--- src/rtl/pcie_phys_pkg.sv ---
// rtl/pcie_phys_pkg.sv - shared PCIe PHY constants, running-disparity type and K-code check
package pcie_phys_pkg;

  localparam logic [7:0] COM = 8'hBC;
  localparam logic [7:0] SKP = 8'h1C;
  localparam logic [7:0] FTS = 8'h3C;
  localparam logic [7:0] SDP = 8'h5C;
  localparam logic [7:0] IDL = 8'h7C;
  localparam logic [7:0] EIE = 8'hFC;
  localparam logic [7:0] STP = 8'hFB;
  localparam logic [7:0] END = 8'hFD;
  localparam logic [7:0] EDB = 8'hFE;
  localparam logic [7:0] PAD = 8'hF7;

  typedef enum logic {
    RD_NEG = 1'b0,
    RD_POS = 1'b1
  } rd_t;

  // Every K28.y is legal, plus the four K.x.7 codes used for framing.
  function automatic logic is_legal_k(input logic [7:0] b);
    return (b[4:0] == 5'd28) || (b == PAD) || (b == STP) || (b == END) || (b == EDB);
  endfunction

endpackage

--- src/rtl/pcie_8b10b_lut.sv ---
// rtl/pcie_8b10b_lut.sv - combinational 8b/10b code lookup with running-disparity update
module pcie_8b10b_lut
  import pcie_phys_pkg::*;
(
  input  logic [7:0] data_i,
  input  logic       k_i,
  input  rd_t        rd_i,
  output logic [9:0] symbol_o,
  output rd_t        rd_o
);

  logic [4:0] x;
  logic [2:0] y;
  logic [5:0] m6;
  logic [5:0] c6;
  logic [3:0] p4;
  logic [3:0] c4;
  logic       bal6;
  logic       bal4;
  logic       rd6;
  logic       alt;
  logic       flip4;
  logic [9:0] code;

  assign x = data_i[4:0];
  assign y = data_i[7:5];

  always_comb begin
    // 6b codes as abcdei for the RD- column
    m6 = 6'b000000;
    case (x)
      5'd0:  m6 = 6'b100111;  5'd1:  m6 = 6'b011101;
      5'd2:  m6 = 6'b101101;  5'd3:  m6 = 6'b110001;
      5'd4:  m6 = 6'b110101;  5'd5:  m6 = 6'b101001;
      5'd6:  m6 = 6'b011001;  5'd7:  m6 = 6'b111000;
      5'd8:  m6 = 6'b111001;  5'd9:  m6 = 6'b100101;
      5'd10: m6 = 6'b010101;  5'd11: m6 = 6'b110100;
      5'd12: m6 = 6'b001101;  5'd13: m6 = 6'b101100;
      5'd14: m6 = 6'b011100;  5'd15: m6 = 6'b010111;
      5'd16: m6 = 6'b011011;  5'd17: m6 = 6'b100011;
      5'd18: m6 = 6'b010011;  5'd19: m6 = 6'b110010;
      5'd20: m6 = 6'b001011;  5'd21: m6 = 6'b101010;
      5'd22: m6 = 6'b011010;  5'd23: m6 = 6'b111010;
      5'd24: m6 = 6'b110011;  5'd25: m6 = 6'b100110;
      5'd26: m6 = 6'b010110;  5'd27: m6 = 6'b110110;
      5'd28: m6 = 6'b001110;  5'd29: m6 = 6'b101110;
      5'd30: m6 = 6'b011110;  5'd31: m6 = 6'b101011;
      default: m6 = 6'b000000;
    endcase
    if (k_i && x == 5'd28) m6 = 6'b001111;
    bal6 = ($countones(m6) == 3);
    // D.7 is balanced yet still has two forms
    c6  = (rd_i == RD_POS && (!bal6 || x == 5'd7)) ? ~m6 : m6;
    rd6 = rd_i ^ !bal6;

    // 4b codes as fghj for the RD+ column (disparity after the 6b block)
    p4 = 4'b0000;
    case (y)
      3'd0: p4 = 4'b0100;  3'd1: p4 = 4'b1001;
      3'd2: p4 = 4'b0101;  3'd3: p4 = 4'b0011;
      3'd4: p4 = 4'b0010;  3'd5: p4 = 4'b1010;
      3'd6: p4 = 4'b0110;  3'd7: p4 = 4'b0001;
      default: p4 = 4'b0000;
    endcase
    alt = k_i || (rd6 ? (x == 5'd11 || x == 5'd13 || x == 5'd14)
                      : (x == 5'd17 || x == 5'd18 || x == 5'd20));
    if (y == 3'd7 && alt) p4 = 4'b1000;
    // K codes invert every 4b column; data only the ones with two forms
    flip4 = k_i || y == 3'd0 || y == 3'd3 || y == 3'd4 || y == 3'd7;
    c4    = (!rd6 && flip4) ? ~p4 : p4;
    bal4  = ($countones(c4) == 2);

    code     = {c6, c4};
    symbol_o = '0;
    for (int i = 0; i < 10; i++) symbol_o[i] = code[9-i];
    rd_o = rd_t'(rd6 ^ !bal4);
  end

endmodule

--- src/rtl/pcie_8b10b_encoder.sv ---
// rtl/pcie_8b10b_encoder.sv - per-lane 8b/10b encoder with running disparity and registered valid/ready stage
module pcie_8b10b_encoder
  import pcie_phys_pkg::*;
#(
  parameter bit K_CHECK = 1'b1
) (
  input  logic       clk_i,
  input  logic       rst_ni,
  input  logic [7:0] data_i,
  input  logic       k_i,
  input  logic       valid_i,
  output logic       ready_o,
  input  logic       disp_reset_i,
  output logic [9:0] symbol_o,
  output logic       valid_o,
  input  logic       ready_i,
  output logic       invalid_k_o,
  output logic       rd_o
);

  rd_t        rd_q;
  rd_t        rd_start;
  rd_t        lut_rd;
  logic [9:0] lut_sym;
  logic [7:0] lut_data;
  logic       bad_k;
  logic       accept;

  assign ready_o  = !valid_o || ready_i;
  assign accept   = valid_i && ready_o;
  assign rd_start = disp_reset_i ? RD_NEG : rd_q;
  assign bad_k    = K_CHECK && k_i && !is_legal_k(data_i);
  // An illegal K byte is substituted with COM before lookup
  assign lut_data = bad_k ? COM : data_i;

  pcie_8b10b_lut u_lut (
    .data_i   (lut_data),
    .k_i      (k_i),
    .rd_i     (rd_start),
    .symbol_o (lut_sym),
    .rd_o     (lut_rd)
  );

  always_ff @(posedge clk_i or negedge rst_ni) begin
    if (!rst_ni) begin
      rd_q        <= RD_NEG;
      valid_o     <= 1'b0;
      symbol_o    <= '0;
      invalid_k_o <= 1'b0;
      rd_o        <= 1'b0;
    end else begin
      if (accept) rd_q <= lut_rd;
      else if (disp_reset_i) rd_q <= RD_NEG;

      if (accept) begin
        valid_o     <= 1'b1;
        symbol_o    <= lut_sym;
        invalid_k_o <= bad_k;
        rd_o        <= lut_rd;
      end else if (ready_i) begin
        valid_o <= 1'b0;
      end
    end
  end

endmodule

--- config.mk ---
export PLATFORM = sky130hd
export DESIGN_NAME = pcie_8b10b_encoder
export DESIGN_NICKNAME = d
export VERILOG_FILES = /design/src/rtl/pcie_phys_pkg.sv /design/src/rtl/pcie_8b10b_lut.sv /design/src/rtl/pcie_8b10b_encoder.sv
export SDC_FILE = /design/constraint.sdc
export NUM_CORES = 1
export LEC_CHECK = 0
export CORE_UTILIZATION = 50
export DETAILED_ROUTE_END_ITERATION = 10
export GPL_TIMING_DRIVEN = 0
export MAX_ROUTING_LAYER = met4
export PLACE_DENSITY = 0.78
export SETUP_SLACK_MARGIN = 0.3
export SLEW_MARGIN = 10
export SYNTH_ARGS = -nofsm -noshare
export SYNTH_HDL_FRONTEND = slang
export SYNTH_SLANG_ARGS = --single-unit
--- constraint.sdc ---
create_clock -name clk_i -period 4.4 [get_ports clk_i]
set_clock_uncertainty 0.2 [all_clocks]
set_input_delay 0.44 -clock clk_i [delete_from_list [all_inputs] [get_ports clk_i]]
set_output_delay 0.44 -clock clk_i [all_outputs]
set_load 0.1 [all_outputs]
Yosys cells after proc, flatten, opt, wreduce, memory -nomap -nowiden
Memory sizes are Yosys's and may differ from the RTL's.
Cells that the tools add are included.
{ "op_classes": {"mux": 10, "n_eq_ne": 18, "n_reduce_logical": 28, "add_sub_neg": 8, "n_bitwise": 4} }
{ "ops": {"columns": ["operator", "n"], "rows": [
  ["$add 32x32->32", 3],
  ["$eq 32x3->1 const B", 2],
  ["$eq 8x8->1 const B", 4],
  ["$eq 5x5->1 const B", 5],
  ["$eq 5x4->1 const B", 3],
  ["$logic_or 1x1->1", 15],
  ["$mux 6", 2],
  ["$add 1x1->2", 5],
  ["$mux 4", 2],
  ["$mux 8", 1],
  ["$eq 3x3->1 const B", 2],
  ["$logic_and 1x1->1", 6],
  ["$not 6->6", 1],
  ["$eq 5x3->1 const B", 1],
  ["$logic_not 1->1", 5],
  ["$mux 1", 5],
  ["$not 4->4", 1],
  ["$eq 3x2->1 const B", 1],
  ["$logic_not 3->1", 1],
  ["$reduce_bool 2->1", 1],
  ["$xor 1x1->1", 2]
]} }
{ "totals": {"wordCells": 75, "mem_count": 2, "rom_bits": 224, "ff_bits": 14, "out_inout_bits": 14} }
{ "mem_list": {"columns": ["memory", "words", "word_bits", "read_ports", "rd_clocked_by_memory_dff", "write_ports", "line", "source"], "rows": [
  ["(no name shown)", 32, 6, 1, 0, 0, "pcie_8b10b_lut.sv:31", "case (x)"],
  ["(no name shown)", 8, 4, 1, 0, 0, "pcie_8b10b_lut.sv:58", "case (y)"]
]} }

Depth between registers and ports, before layout
Gate-level depths: netlist of run 1.
{ "logic_depth": {"ltp_word": 29, "ltp_mapped": 28} }

Modules after synthesis
From an unflattened synthesis of run 1, not the netlist that was laid out.
{ "unflattened": {"cells_unflattened": 191, "area_unflattened_um2": 1565.3} }
{ "by_module_without_submodules": {"columns": ["module", "instances", "cells_per_inst", "area_per_inst_um2", "seq_area_each_um2"], "rows": [
  ["pcie_8b10b_lut", 1, 119, 934.6, 0.0],
  ["pcie_8b10b_encoder", 1, 72, 630.6, 350.3]
]} }

Least setup slack after synthesis of run 1
Ideal clock, no wire load.
{ "synth_path": {"kind": "input-to-reg", "from": "in data_i[1]", "to": "reg rd_q", "setup_time_ns": 0.125, "path_buffers": 2, "required_time_ns": 4.075, "slack_ns": -2.293, "arrival_time_ns": 6.367, "cell_stages": 28, "cell_sequence": "buf_2 > nor2_1 > a211o_4 > nor2b_1 > nand2_1 > inv_1 > ha_1 > clkbuf_1 > mux2i_1 > a21o_1 > a2111oi_0 > a21oi_1 > ha_1 > fa_1 > ha_1 > and4bb_2 > xnor2_1 > nand4_1 > a2bb2oi_1 > nor3b_1 > xnor2_1 > ha_1 > ha_1 > fa_1 > nor3b_1 > xnor2_1 > nor2_1 > xnor2_1"} }
{ "synth_via": {"elab_chain_cells": 29, "word_cells_on_any_way": 58, "cone_classes": "8 x add/sub; 17 x eq/ne; 6 x mux; 3 x bitwise; 22 x reduce/logical; 2 x memory"} }
{ "synth_lines": {"columns": ["item", "line", "source"], "rows": [
  ["start: declaration", "pcie_8b10b_encoder.sv:9", "input logic [7:0] data_i,"],
  ["$eq 8x8->1 or $eq 5x5->1 (tied branches)", "pcie_phys_pkg.sv:22", "return (b[4:0] == 5'd28) || (b == PAD) || (b == STP) || (b == END) || (b == EDB);"],
  ["$logic_or 1x1->1 (4 in series)", "pcie_phys_pkg.sv:22", null],
  ["$logic_not 1->1", "pcie_8b10b_encoder.sv:32", "assign bad_k = K_CHECK && k_i && !is_legal_k(data_i);"],
  ["$logic_and 1x1->1", "pcie_8b10b_encoder.sv:32", null],
  ["$mux 8 (*)", "pcie_8b10b_encoder.sv:34", "assign lut_data = bad_k ? COM : data_i;"],
  ["branches (longest 14 deep; another with $add 32x32->32)", null, null],
  ["$mux 4 (*)", "pcie_8b10b_lut.sv:70", "c4 = (!rd6 && flip4) ? ~p4 : p4;"],
  ["via lut_sym[9]", "pcie_8b10b_encoder.sv:24", "logic [9:0] lut_sym;"],
  ["$add 1x1->2 (implied by the code) (*)", "pcie_8b10b_lut.sv:71", "bal4 = ($countones(c4) == 2);"],
  ["$add 32x32->32 (implied by the code) (*)", "pcie_8b10b_lut.sv:71", null],
  ["$eq 32x3->1 (*)", "pcie_8b10b_lut.sv:71", null],
  ["$logic_not 1->1 (*)", "pcie_8b10b_lut.sv:76", "rd_o = rd_t'(rd6 ^ !bal4);"],
  ["$xor 1x1->1 (*)", "pcie_8b10b_lut.sv:76", null],
  ["$mux 1 (*)", "pcie_8b10b_encoder.sv:52", "if (accept) rd_q <= lut_rd;"],
  ["end signal: assignment", "pcie_8b10b_encoder.sv:52", null],
  ["end: declaration", "pcie_8b10b_encoder.sv:21", "rd_t rd_q;"]
]} }
Mark *: on every way through the listed nets, which the timed path passes.
A chain may end at the register's enable or synchronous reset.

Worst setup path in the final report of run 1
{ "layout_path": {"from": "in data_i[5]", "to": "reg rd_q"} }
{ "layout_via": {"elab_chain_cells": 29, "word_cells_on_any_way": 57, "cone_classes": "8 x add/sub; 16 x eq/ne; 6 x mux; 3 x bitwise; 22 x reduce/logical; 2 x memory"} }
{ "layout_lines": {"columns": ["item", "line"], "rows": [
  ["$eq 8x8->1", "pcie_phys_pkg.sv:22"],
  ["$logic_or 1x1->1 (4 in series)", "pcie_phys_pkg.sv:22"],
  ["$logic_not 1->1", "pcie_8b10b_encoder.sv:32"],
  ["$logic_and 1x1->1", "pcie_8b10b_encoder.sv:32"],
  ["$mux 8 (*)", "pcie_8b10b_encoder.sv:34"],
  ["branches (longest 14 deep; another with $add 32x32->32)", null],
  ["$mux 4 (*)", "pcie_8b10b_lut.sv:70"],
  ["via lut_sym[6]", "pcie_8b10b_encoder.sv:24"],
  ["$add 1x1->2 (implied by the code) (*)", "pcie_8b10b_lut.sv:71"],
  ["$add 32x32->32 (implied by the code) (*)", "pcie_8b10b_lut.sv:71"],
  ["$eq 32x3->1 (*)", "pcie_8b10b_lut.sv:71"],
  ["$logic_not 1->1 (*)", "pcie_8b10b_lut.sv:76"],
  ["$xor 1x1->1 (*)", "pcie_8b10b_lut.sv:76"],
  ["$mux 1 (*)", "pcie_8b10b_encoder.sv:52"]
]} }
Marked as above.

==> results of run 1 <==
==> placed cells by master (no fill, tap or decap), drive strengths merged, types with 3 or more instances in the layout <==
cell type / n
buf: 44
nand2: 21
clkdlybuf4s50: 18
a21oi: 16
o21ai: 16
dfrtp: 14
ha: 14
xnor2: 12
nor2: 11
clkbuf: 8
nand3: 7
inv: 7
nor3: 6
nand2b: 5
nor2b: 5
o211ai: 4
nor3b: 4
a22o: 3
and2: 3
xor2: 3
fa: 3
==> cell type report <==
cell class / count / area, µm² / share of cell area
Tap cell: 44 / 55.1 / 0.0210
Multi-Input combinational cell: 166 / 1540 / 0.589
Clock buffer: 3 / 22.5 / 0.00860
Inverter: 7 / 31.3 / 0.0119
Sequential cell: 14 / 350 / 0.134
Buffer: 15 / 143 / 0.0544
Timing Repair Buffer: 52 / 474 / 0.181
==> metal layers <==
metal,share of wire,routed length [µm]
met5,0,0
met4,0.043,223
met3,0.055,285
met2,0.52,2700
met1,0.38,1990
==> kinds of logic (layout without fill, tap and decap cells) <==
kind of cell / Yosys count / after routing
AND/OR/NAND/NOR: 73 / 73
flip-flops: 14 / 14
multiplexers: 4 / 4
buffers and inverters: 22 / 77
adder cells (fa/ha/maj): 17 / 17
XOR/XNOR: 15 / 15
AO/OA/AOI/OAI: 57 / 57
==> report_power, final <==
part | switching (mW) | total [mW] | internal, mW
Combinational | 0.623 | 1.06 | 0.435
Clock | 0.0401 | 0.0719 | 0.0318
Sequential | 0.0195 | 0.187 | 0.167
Total | 0.683 | 1.32 | 0.634
==> sequential cells by signal (all words and copies together) (netlist names) <==
signal       cells
rd_q             1
invalid_k_o      1
rd_o             1
symbol_o        10
valid_o          1
==> worst max-delay path, delay by kind of cell <==
kind / cells / cell delay [ns]
AND/OR/NAND/NOR: 9 / 1.51
buffers and inverters: 2 / 0.26
XOR/XNOR: 4 / 0.65
AO/OA/AOI/OAI: 3 / 0.93
adder cells (fa/ha/maj): 7 / 2.15
==> timing repair <==
| item | CTS | global route |
|---|---|---|
| pin swaps | 28 | 33 |
| buffers inserted | 19 | 10 |
| setup endpoints to repair | 12 | 12 |
| resized for setup | 54 | 23 |
| hold endpoints to repair | 0 | 0 |
==> worst paths after layout <==
kind | endpoint | from | slack, ns | cells past startpoint
max in group asynchronous | symbol_o[2] | rst_ni | 3.29 | 1
worst min-delay path | symbol_o[2] | symbol_o[2] | 0.30 | 2
worst max register to register | rd_q | rd_q | 0.93 | 13
worst max-delay path | rd_q | data_i[5] | -1.60 | 25
worst min register to register | symbol_o[2] | symbol_o[2] | 0.30 | 2
min in group asynchronous | valid_o | rst_ni | 0.32 | 1
==> metrics by stage <==
stage / instances / setup slack [ns] / hold slack, ns / setup TNS [ns]
CTS: 291 / -1.54 / 0.291 / -3.33
floorplan: 202 / -1.54 / -0.0556 / -3.79
finish: 301 / -1.60 / 0.303 / -3.35
global route: 301 / -1.76 / 0.328 / -4.61
global placement: 269 / -2.56 / 0.261 / -14.33
detailed placement: 269 / -2.73 / 0.274 / -15.87
==> results.md, run 1 <==
- Status: finished, violations left
- Failing checks: negative setup slack
- Layout net count: 290
- Routed wire length: 5200 µm
- DP HPWL: 3460 µm
- Root Driver: clkbuf_4
- VDD IR max: 0.000235 V
- CTS clk-pin slew, worst paths: 0.07 ns
- DR DRC count: 0
- Arr. time, crit path: 5.95 ns
- Final hold vios: 0
- Ant diodes: 0
- GRT Max-Usage Layer: met2
- Top cells by count, synth: 21 x nand2_1, 15 x a21oi_1, 14 x dfrtp_1, 14 x ha_1, 12 x xnor2_1
- Startpoint Class: input port
- GRT Util Overall: 0.303
- Fraction of synthesized area in multiplexers: 0.0257
- Worst slew pin tran: 0.990 ns
- # setup viols final: 6
- Chip Width: 59.5 µm
- Initial Util: 0.533
- Area leader, netlist: dfrtp_1
- Yosys cell types: 52
- H-tree Lvls: 1
- Area delta synth->final: 58.5%
- Clk sink count: 14
- Post-layout util: 0.844
- Layout cells sized above 1: 0.389
- Final worst path period share: 1.36
- Die Area: 0.00354 mm²
- Synth area leaders: dfrtp_1 21%, ha_1 11%, xnor2_1 6.4%
- IO buf count: 23
- Synth Area in Simple Gates: 0.242
- Avg WL per Cell: ~17 µm
- Hold Path Class: flop to flop
- Hold_buf cts: 0
- Gp weighted congestion: approximately 0.87
- Worst setup path class: input port to flop
- Pin count of the biggest net entering global routing: 15
- Pre-antenna DRT Iters: 4
- Overall Power: around 1.3 mW
- Final ANT Viol Nets: 0
- Layout filler cell count: 174
- Syn Inst Count: 202
- Row count: 20
- Main combinational cell family by area after synthesis: simple AND/OR/NAND/NOR gates
- Via density per instance: 6.08
- Area share of fa/ha/maj cells after synthesis: 0.142
- Cell Pwr Density: 503 mW/mm²
- XOR/XNOR Fraction of Synth Area: 0.0795
- Final Max Slew Viols: 0
- Max stage delay on crit path: 0.49 ns
- Design Area, Final: 0.00262 mm²
- Vias in the first global route: 1681
- Yosys warns: 0
- Sequential element share of the synthesized area: 0.212
- Initial antenna violation count: 0
- CP Capture Type: flop
- Leak Pwr: 1.05 nW
- Core Region: 0.00310 mm²
- Fin worst setup slack: -1.60 ns
- Syn_nets: 233
- Most frequent cell after synthesis: nand2_1
- Slew HR: 0.338
- GRT met2 Usage: 0.507
- Critical path data required time: 4.35 ns
- Syn Area/Cell: 8.18 µm²
- Met3 track demand over resource: 0.0415
- Post-Syn Area: 0.00165 mm²
- Synth Area in Compound Gates: 0.238
- GR met1 Demand/Resource: 0.348
- First-pass GRT wire length: 7850 µm
- Min Tclk post-route: ~6.0 ns
- Total CTS buffers: 3
- CP max-delay cell: fa_1
- Starting DRC count in detailed routing: 91
- CP max FO: 10
- Io pins: 28
- Max Root-Sink Buffers: 2
- RSZ-0062 raised after global routing: true
- #FFs+latches synth: 14
- Yosys top cell area share: 0.212
- Max-cap violations: 0
- Ys flop type: dfrtp_1
- TritonCTS clock tree: built
- FMAX: 167 MHz
- DR vias: 1830
- Clk Latency, worst-skew pair: 0.28 ns
- Post-synth ARST share: 1.00
- Gr ovfl total: 0
- Area after DPL: approximately 0.0021 mm²
- Die height: 59.5 µm
- Number of flops mapped to enable cells by yosys: 0
Power figures use the tool's default switching activity.
==> run 2, diff against run 1 <==
==> constraint.sdc (replaced) <==
create_clock -name clk_i -period 4.4 [get_ports clk_i]
set_clock_uncertainty 0.2 [all_clocks]
set_input_delay 0.88 -clock clk_i [delete_from_list [all_inputs] [get_ports clk_i]]
set_output_delay 0.88 -clock clk_i [all_outputs]
set_load 0.1 [all_outputs]
==> run 2 against run 1 <==
  * Routed wire length unchanged
  * Largest power group unchanged
  * Critical endpoint unchanged
  * Worst setup slack got worse by 0.44 ns
  * Sequential share of layout area unchanged
  * The run still ends with negative setup slack left
  * Utilization unchanged
  * Register-to-register slack about the same
  * Non-clock buffer count unchanged
  * Fmax decreased by 6.8%
  * Die area unchanged
  * Design area unchanged
  * Largest cell class unchanged
  * Critical path type unchanged
  * Via count unchanged
  * Hold slack unchanged
==> results.md, run 2 (synthesized netlist as in run 1, its figures left out) <==
- Status: finished, violations left
- Failing checks: negative setup slack
- Final Max Slew Viols: 0 (unchanged)
- Critical path data required time: 4.35 ns (about the same)
- Overall Power: 1.32 mW (unchanged)
- Final worst path period share: 1.46 (+0.100)
- Gp weighted congestion: 0.872 (unchanged)
- Initial antenna violation count: 0 (unchanged)
- VDD IR max: 0.000235 V (unchanged)
- IO buf count: 23 (unchanged)
- Cell Pwr Density: 503 mW/mm² (unchanged)
- Max Root-Sink Buffers: 2 (unchanged)
- Area delta synth->final: 58.5% (unchanged)
- Clk Latency, worst-skew pair: 0.28 ns (about the same)
- Inst Count DP: 269 (unchanged)
- Via density per instance: 6.08 (unchanged)
- Layout filler cell count: 174 (unchanged)
- Die Area: 0.00354 mm² (unchanged)
- CP max FO: 10 (unchanged)
- Layout Cells excl Fill: 301 (unchanged)
- Total CTS buffers: 3 (unchanged)
- Final ANT Viol Nets: 0 (unchanged)
- TritonCTS clock tree: built
- Arr. time, crit path: 6.39 ns (+0.44 ns)
- Pin count of the biggest net entering global routing: 15 (unchanged)
- Die height: 59.5 µm (unchanged)
- Ant diodes: 0 (unchanged)
- FMAX: 155 MHz (-6.8%)
- RSZ-0062 raised after global routing: true
- Most frequent cells in the layout: 27 x buf_4, 18 x nand2_1, 18 x clkdlybuf4s50_1
- Min Tclk post-route: 6.44 ns (+0.440 ns)
- CTS clk-pin slew, worst paths: 0.07 ns (about the same)
- Core Region: 0.00310 mm² (unchanged)
- DP HPWL: 3460 µm (unchanged)
- CP Capture Type: flop
- Final hold vios: 0 (unchanged)
- Root Driver: clkbuf_4
- Post-layout util: 0.844 (unchanged)
- Max-cap violations: 0 (unchanged)
- Fin worst setup slack: -2.04 ns (-0.440 ns)
- Gr ovfl total: 0 (unchanged)
- Number of flip-flops in the largest register: 10 (unchanged)
- Leak Pwr: 1.05 nW (unchanged)
- Worst slew pin tran: 0.990 ns (unchanged)
- Pre-antenna DRT Iters: 4 (unchanged)
- Worst hold slack: 0.303 ns (unchanged)
- Avg WL per Cell: 17.3 µm (unchanged)
- DR DRC count: 0 (unchanged)
- # setup viols final: 12 (+6)
- Chip Width: 59.5 µm (unchanged)
- First-pass GRT wire length: 7850 µm (unchanged)
- Layout net count: 290 (unchanged)
- GRT Util Overall: 0.303 (unchanged)
- Largest Register: symbol_o
- Layout cells sized above 1: 0.389 (unchanged)
- Routed wire length: 5200 µm (unchanged)
- Hold Path Class: flop to flop
- Commonest non-fill, non-tap cell in the layout: buf_4
- Vias in the first global route: 1681 (unchanged)
- Clk sink count: 14 (unchanged)
- H-tree Lvls: 1 (unchanged)
- Row count: 20 (unchanged)
- Slew HR: 0.338 (unchanged)
- Hold_buf cts: 0 (unchanged)
- Initial Util: 0.533 (unchanged)
- DR vias: 1830 (unchanged)
- Startpoint Class: input port
- Io pins: 28 (unchanged)
- Starting DRC count in detailed routing: 91 (unchanged)
- Worst setup path class: input port to flop
run 2: worst paths after layout:
path / start / endpoint / slack, ns / depth (start not counted)
max in group asynchronous: rst_ni / symbol_o[2] / 2.85 / 1
worst min-delay path: symbol_o[2] / symbol_o[2] / 0.30 / 2
worst min register to register: symbol_o[2] / symbol_o[2] / 0.30 / 2
min in group asynchronous: rst_ni / valid_o / 0.76 / 1
worst max register to register: rd_q / rd_q / 0.93 / 13
worst max-delay path: data_i[5] / rd_q / -2.04 / 25
run 2: power by group:
part           total [mW]  internal, mW  switching (mW)  leakage [nW]
registers           0.187         0.167          0.0195         0.170
logic                1.06         0.435           0.623         0.871
clock network      0.0719        0.0318          0.0401        0.0138
total                1.32         0.634           0.683          1.05
run 2: what timing repair did:
item,CTS,global route
pin swaps,28,33
setup endpoints to repair,12,12
resized for setup,54,23
setup buffers,19,10
run 2: layout make-up:
type,count,area (µm²),share of cell area
Multi-Input combinational cell,166,1540,0.589
Timing Repair Buffer,52,474,0.181
Sequential cell,14,350,0.134
Buffer,15,143,0.0544
Tap cell,44,55.1,0.0210
Inverter,7,31.3,0.0119
Clock buffer,3,22.5,0.00860
run 2: per-stage QoR:
| step | setup TNS (ns) | worst slack (ns) | cell area [µm²] |
|---|---|---|---|
| finish | -8.14 | -2.04 | 2620 |
| global route | -9.84 | -2.20 | 2620 |
| CTS | -8.01 | -1.98 | 2430 |
| detailed placement | -21.15 | -3.17 | 2130 |
| global placement | -19.61 | -3.00 | 2130 |
| floorplan | -8.38 | -1.98 | 1840 |
run 2: metal layers:
metal | vias up | track usage | wire length [µm] | share of wire
met1 | 861 | 0.348 | 1990 | 0.38
met4 | 0 | 0.169 | 223 | 0.043
met5 | - | - | 0 | 0
met2 | 100 | 0.507 | 2700 | 0.52
met3 | 24 | 0.0415 | 285 | 0.055
li1 | 845 | - | - | -
run 2: worst max-delay path, cell delays in order:
cell and delay, ns:
buf_8 0.09, and4_4 0.19, a211o_4 0.27, nor2b_4 0.15, and2_4 0.17, ha_1 0.23
clkbuf_8 0.17, o41a_1 0.44, nand3_1 0.12, ha_2 0.19, fa_1 0.47, ha_4 0.29
and4bb_4 0.28, xnor2_4 0.13, nand4_1 0.16, a2bb2oi_4 0.22, nor3_2 0.07, xor2_1 0.17
ha_1 0.30, ha_2 0.18, fa_1 0.49, nor3b_4 0.25, xnor2_1 0.19, nor2_1 0.12
xnor2_1 0.16
==> run 3, diff against run 2 <==
CORE_ASPECT_RATIO = 1.4   (was unset)
PLACE_DENSITY = 0.87   (was 0.78)
==> run 3 against run 2 <==
  * The run still ends with negative setup slack left
  * Routed wire length up 26%
  * Worst setup slack worse by 0.13 ns
  * Global-route usage up 2.9 points
  * Clock power up 96%
  * Register-to-register slack about the same
  * Utilization up 2.2 points
==> results.md, run 3 (synthesized netlist as in run 1, its figures left out) <==
- Row count: 24 (+20%)
- Min Tclk post-route: 6.57 ns (+0.135 ns)
- Startpoint Class: input port
- Number of flip-flops in the largest register: 10 (unchanged)
- Clk sink count: 14 (unchanged)
- DP HPWL: 3390 µm (-1.9%)
- Leak Pwr: 1.11 nW (+5.6%)
- FMAX: 152 MHz (-2.1%)
- Clk Latency, worst-skew pair: 0.26 ns (-0.02 ns)
- Cell Pwr Density: 531 mW/mm² (+5.5%)
- Die Area: 0.00354 mm² (about the same)
- TritonCTS clock tree: built
- Dpl ws: -3.19 ns (-0.0229 ns)
- Gp weighted congestion: 0.990 (+13%)
- Top Layer Used: met4
- Arr. time, crit path: 6.52 ns (+0.13 ns)
- Vias in the first global route: 1895 (+13%)
- IO buf count: 23 (unchanged)
- First-pass GRT wire length: 8720 µm (+11%)
- CP max-delay cell: fa_1
- Pre-antenna DRT Iters: 5 (+1)
- Worst slew pin tran: 0.986 ns (-0.00422 ns)
- Final Max Slew Viols: 0 (unchanged)
- # setup viols final: 12 (unchanged)
- Final hold vios: 0 (unchanged)
- Max Root-Sink Buffers: 2 (unchanged)
- Most frequent CP cell: ha_2
- DR vias: 2000 (+9.3%)
- Core Region: 0.00312 mm² (+0.65%)
- H-tree Lvls: 1 (unchanged)
- Io pins: 28 (unchanged)
- Failing checks: negative setup slack
- Routed wire length: 6560 µm (+26%)
- Root Driver: clkbuf_8
- Hold Path Class: flop to flop
- Largest Register: symbol_o
- Layout net count: 295 (+1.7%)
- Starting DRC count in detailed routing: 128 (+41%)
- Final worst path period share: 1.49 (+0.0306)
- Pin count of the biggest net entering global routing: 15 (unchanged)
- Layout cells sized above 1: 0.403 (+0.0139)
- Avg WL per Cell: 21.7 µm (+26%)
- CP max FO: 4 (-6)
- CTS clk-pin slew, worst paths: 0.07 ns (about the same)
- Final ANT Viol Nets: 0 (unchanged)
- Total CTS buffers: 3 (unchanged)
- Gr ovfl total: 0 (unchanged)
- Worst setup path class: input port to flop
- Multi-input logic area: 0.00155 mm² (+0.41%)
- Chip Width: 50.6 µm (-15%)
- VDD IR max: 0.000444 V (+89%)
- RSZ-0062 raised after global routing: true
- Met2 WL post-DR: 3410 µm (+27%)
- Max stage delay on crit path: 0.50 ns (about the same)
- Area delta synth->final: 63.7%
- Final setup TNS: -9.99 ns (-1.85 ns)
- Fin worst setup slack: -2.17 ns (-0.135 ns)
- Max-cap violations: 0 (unchanged)
- GRT Util Overall: 0.332 (+0.0288)
- Die height: 70.0 µm (+18%)
- Status: finished, violations left
- Via density per instance: 6.62 (+8.9%)
- M1 WL: 2350 µm (+18%)
- Commonest non-fill, non-tap cell in the layout: buf_4
- Ant diodes: 0 (unchanged)
- Initial antenna violation count: 0 (unchanged)
- Slew HR: 0.340 (+0.00282)
- Register area: 350 µm² (unchanged)
- DR DRC count: 0 (unchanged)
- Post-layout util: 0.867 (+0.0222)
- Layout filler cell count: 137 (-21%)
- Worst Hold Path Cells: 2 (unchanged)
- Most frequent cells in the layout: 29 x buf_4, 19 x nand2_1, 18 x clkdlybuf4s50_1
- Metal3 WL: 418 µm (+47%)
- Initial Util: 0.529 (-0.00341)
- Critical path data required time: 4.34 ns (about the same)
- CP Capture Type: flop
- Hold_buf cts: 0 (unchanged)
- R2r worst-path depth: 13 (unchanged)
==> run 3: timing repair <==
action / 4_1_cts / 5_1_grt
resized for setup: 54 / 23
buffers inserted: 22 / 12
pin swaps: 36 / 30
endpoints found under the setup margin: 12 / 12
==> run 3: path summary, 6_finish.rpt <==
path                              from          end  slack, ns
min in group asynchronous       rst_ni  symbol_o[8]       0.82
setup reg to reg                  rd_q         rd_q       0.92
hold / removal             symbol_o[4]  symbol_o[4]       0.30
setup / recovery             data_i[4]         rd_q      -2.17
max in group asynchronous       rst_ni  symbol_o[2]       2.74
hold reg to reg            symbol_o[4]  symbol_o[4]       0.30
==> run 3: per-layer routing <==
metal	GRT usage	vias up
met4	0.213	0
met5	-	-
li1	-	850
met1	0.325	963
met3	0.0283	43
met2	0.604	144
==> run 3: through the flow <==
step / hold WS [ns] / power [mW] / cell area [µm²] / instances
after floorplan: 0.384 / 0.859 / 1840 / 202
after global placement: 0.262 / 1.00 / 2120 / 264
after detailed placement: 0.274 / 1.04 / 2120 / 264
after CTS: 0.287 / 1.31 / 2500 / 290
after global routing: 0.336 / 1.50 / 2710 / 302
final: 0.295 / 1.44 / 2710 / 302
==> run 3: final cells by class <==
cell class,count,area share
inverter,7,0.0134
timing repair buffer,57,0.199
clock buffer,4,0.0203
sequential,14,0.129
tap,39,0.0180
buffer,15,0.0467
multi-input combinational,166,0.573
==> run 3: power breakdown <==
group	switching (mW)	internal [mW]	total, mW	leakage (nW)
Combinational	0.649	0.454	1.10	0.915
Clock	0.0615	0.0798	0.141	0.0288
Sequential	0.0243	0.168	0.192	0.170
Total	0.735	0.701	1.44	1.11
==> run 3: worst max-delay path, delay by kind of cell <==
kind	cells	cell delay (ns)
AOI/OAI and AO/OA	3	0.92
xor gates and xnor gates	4	0.63
adders and majority gates	7	2.18
buffers and inverters	1	0.10
and+or+nand+nor	11	1.82
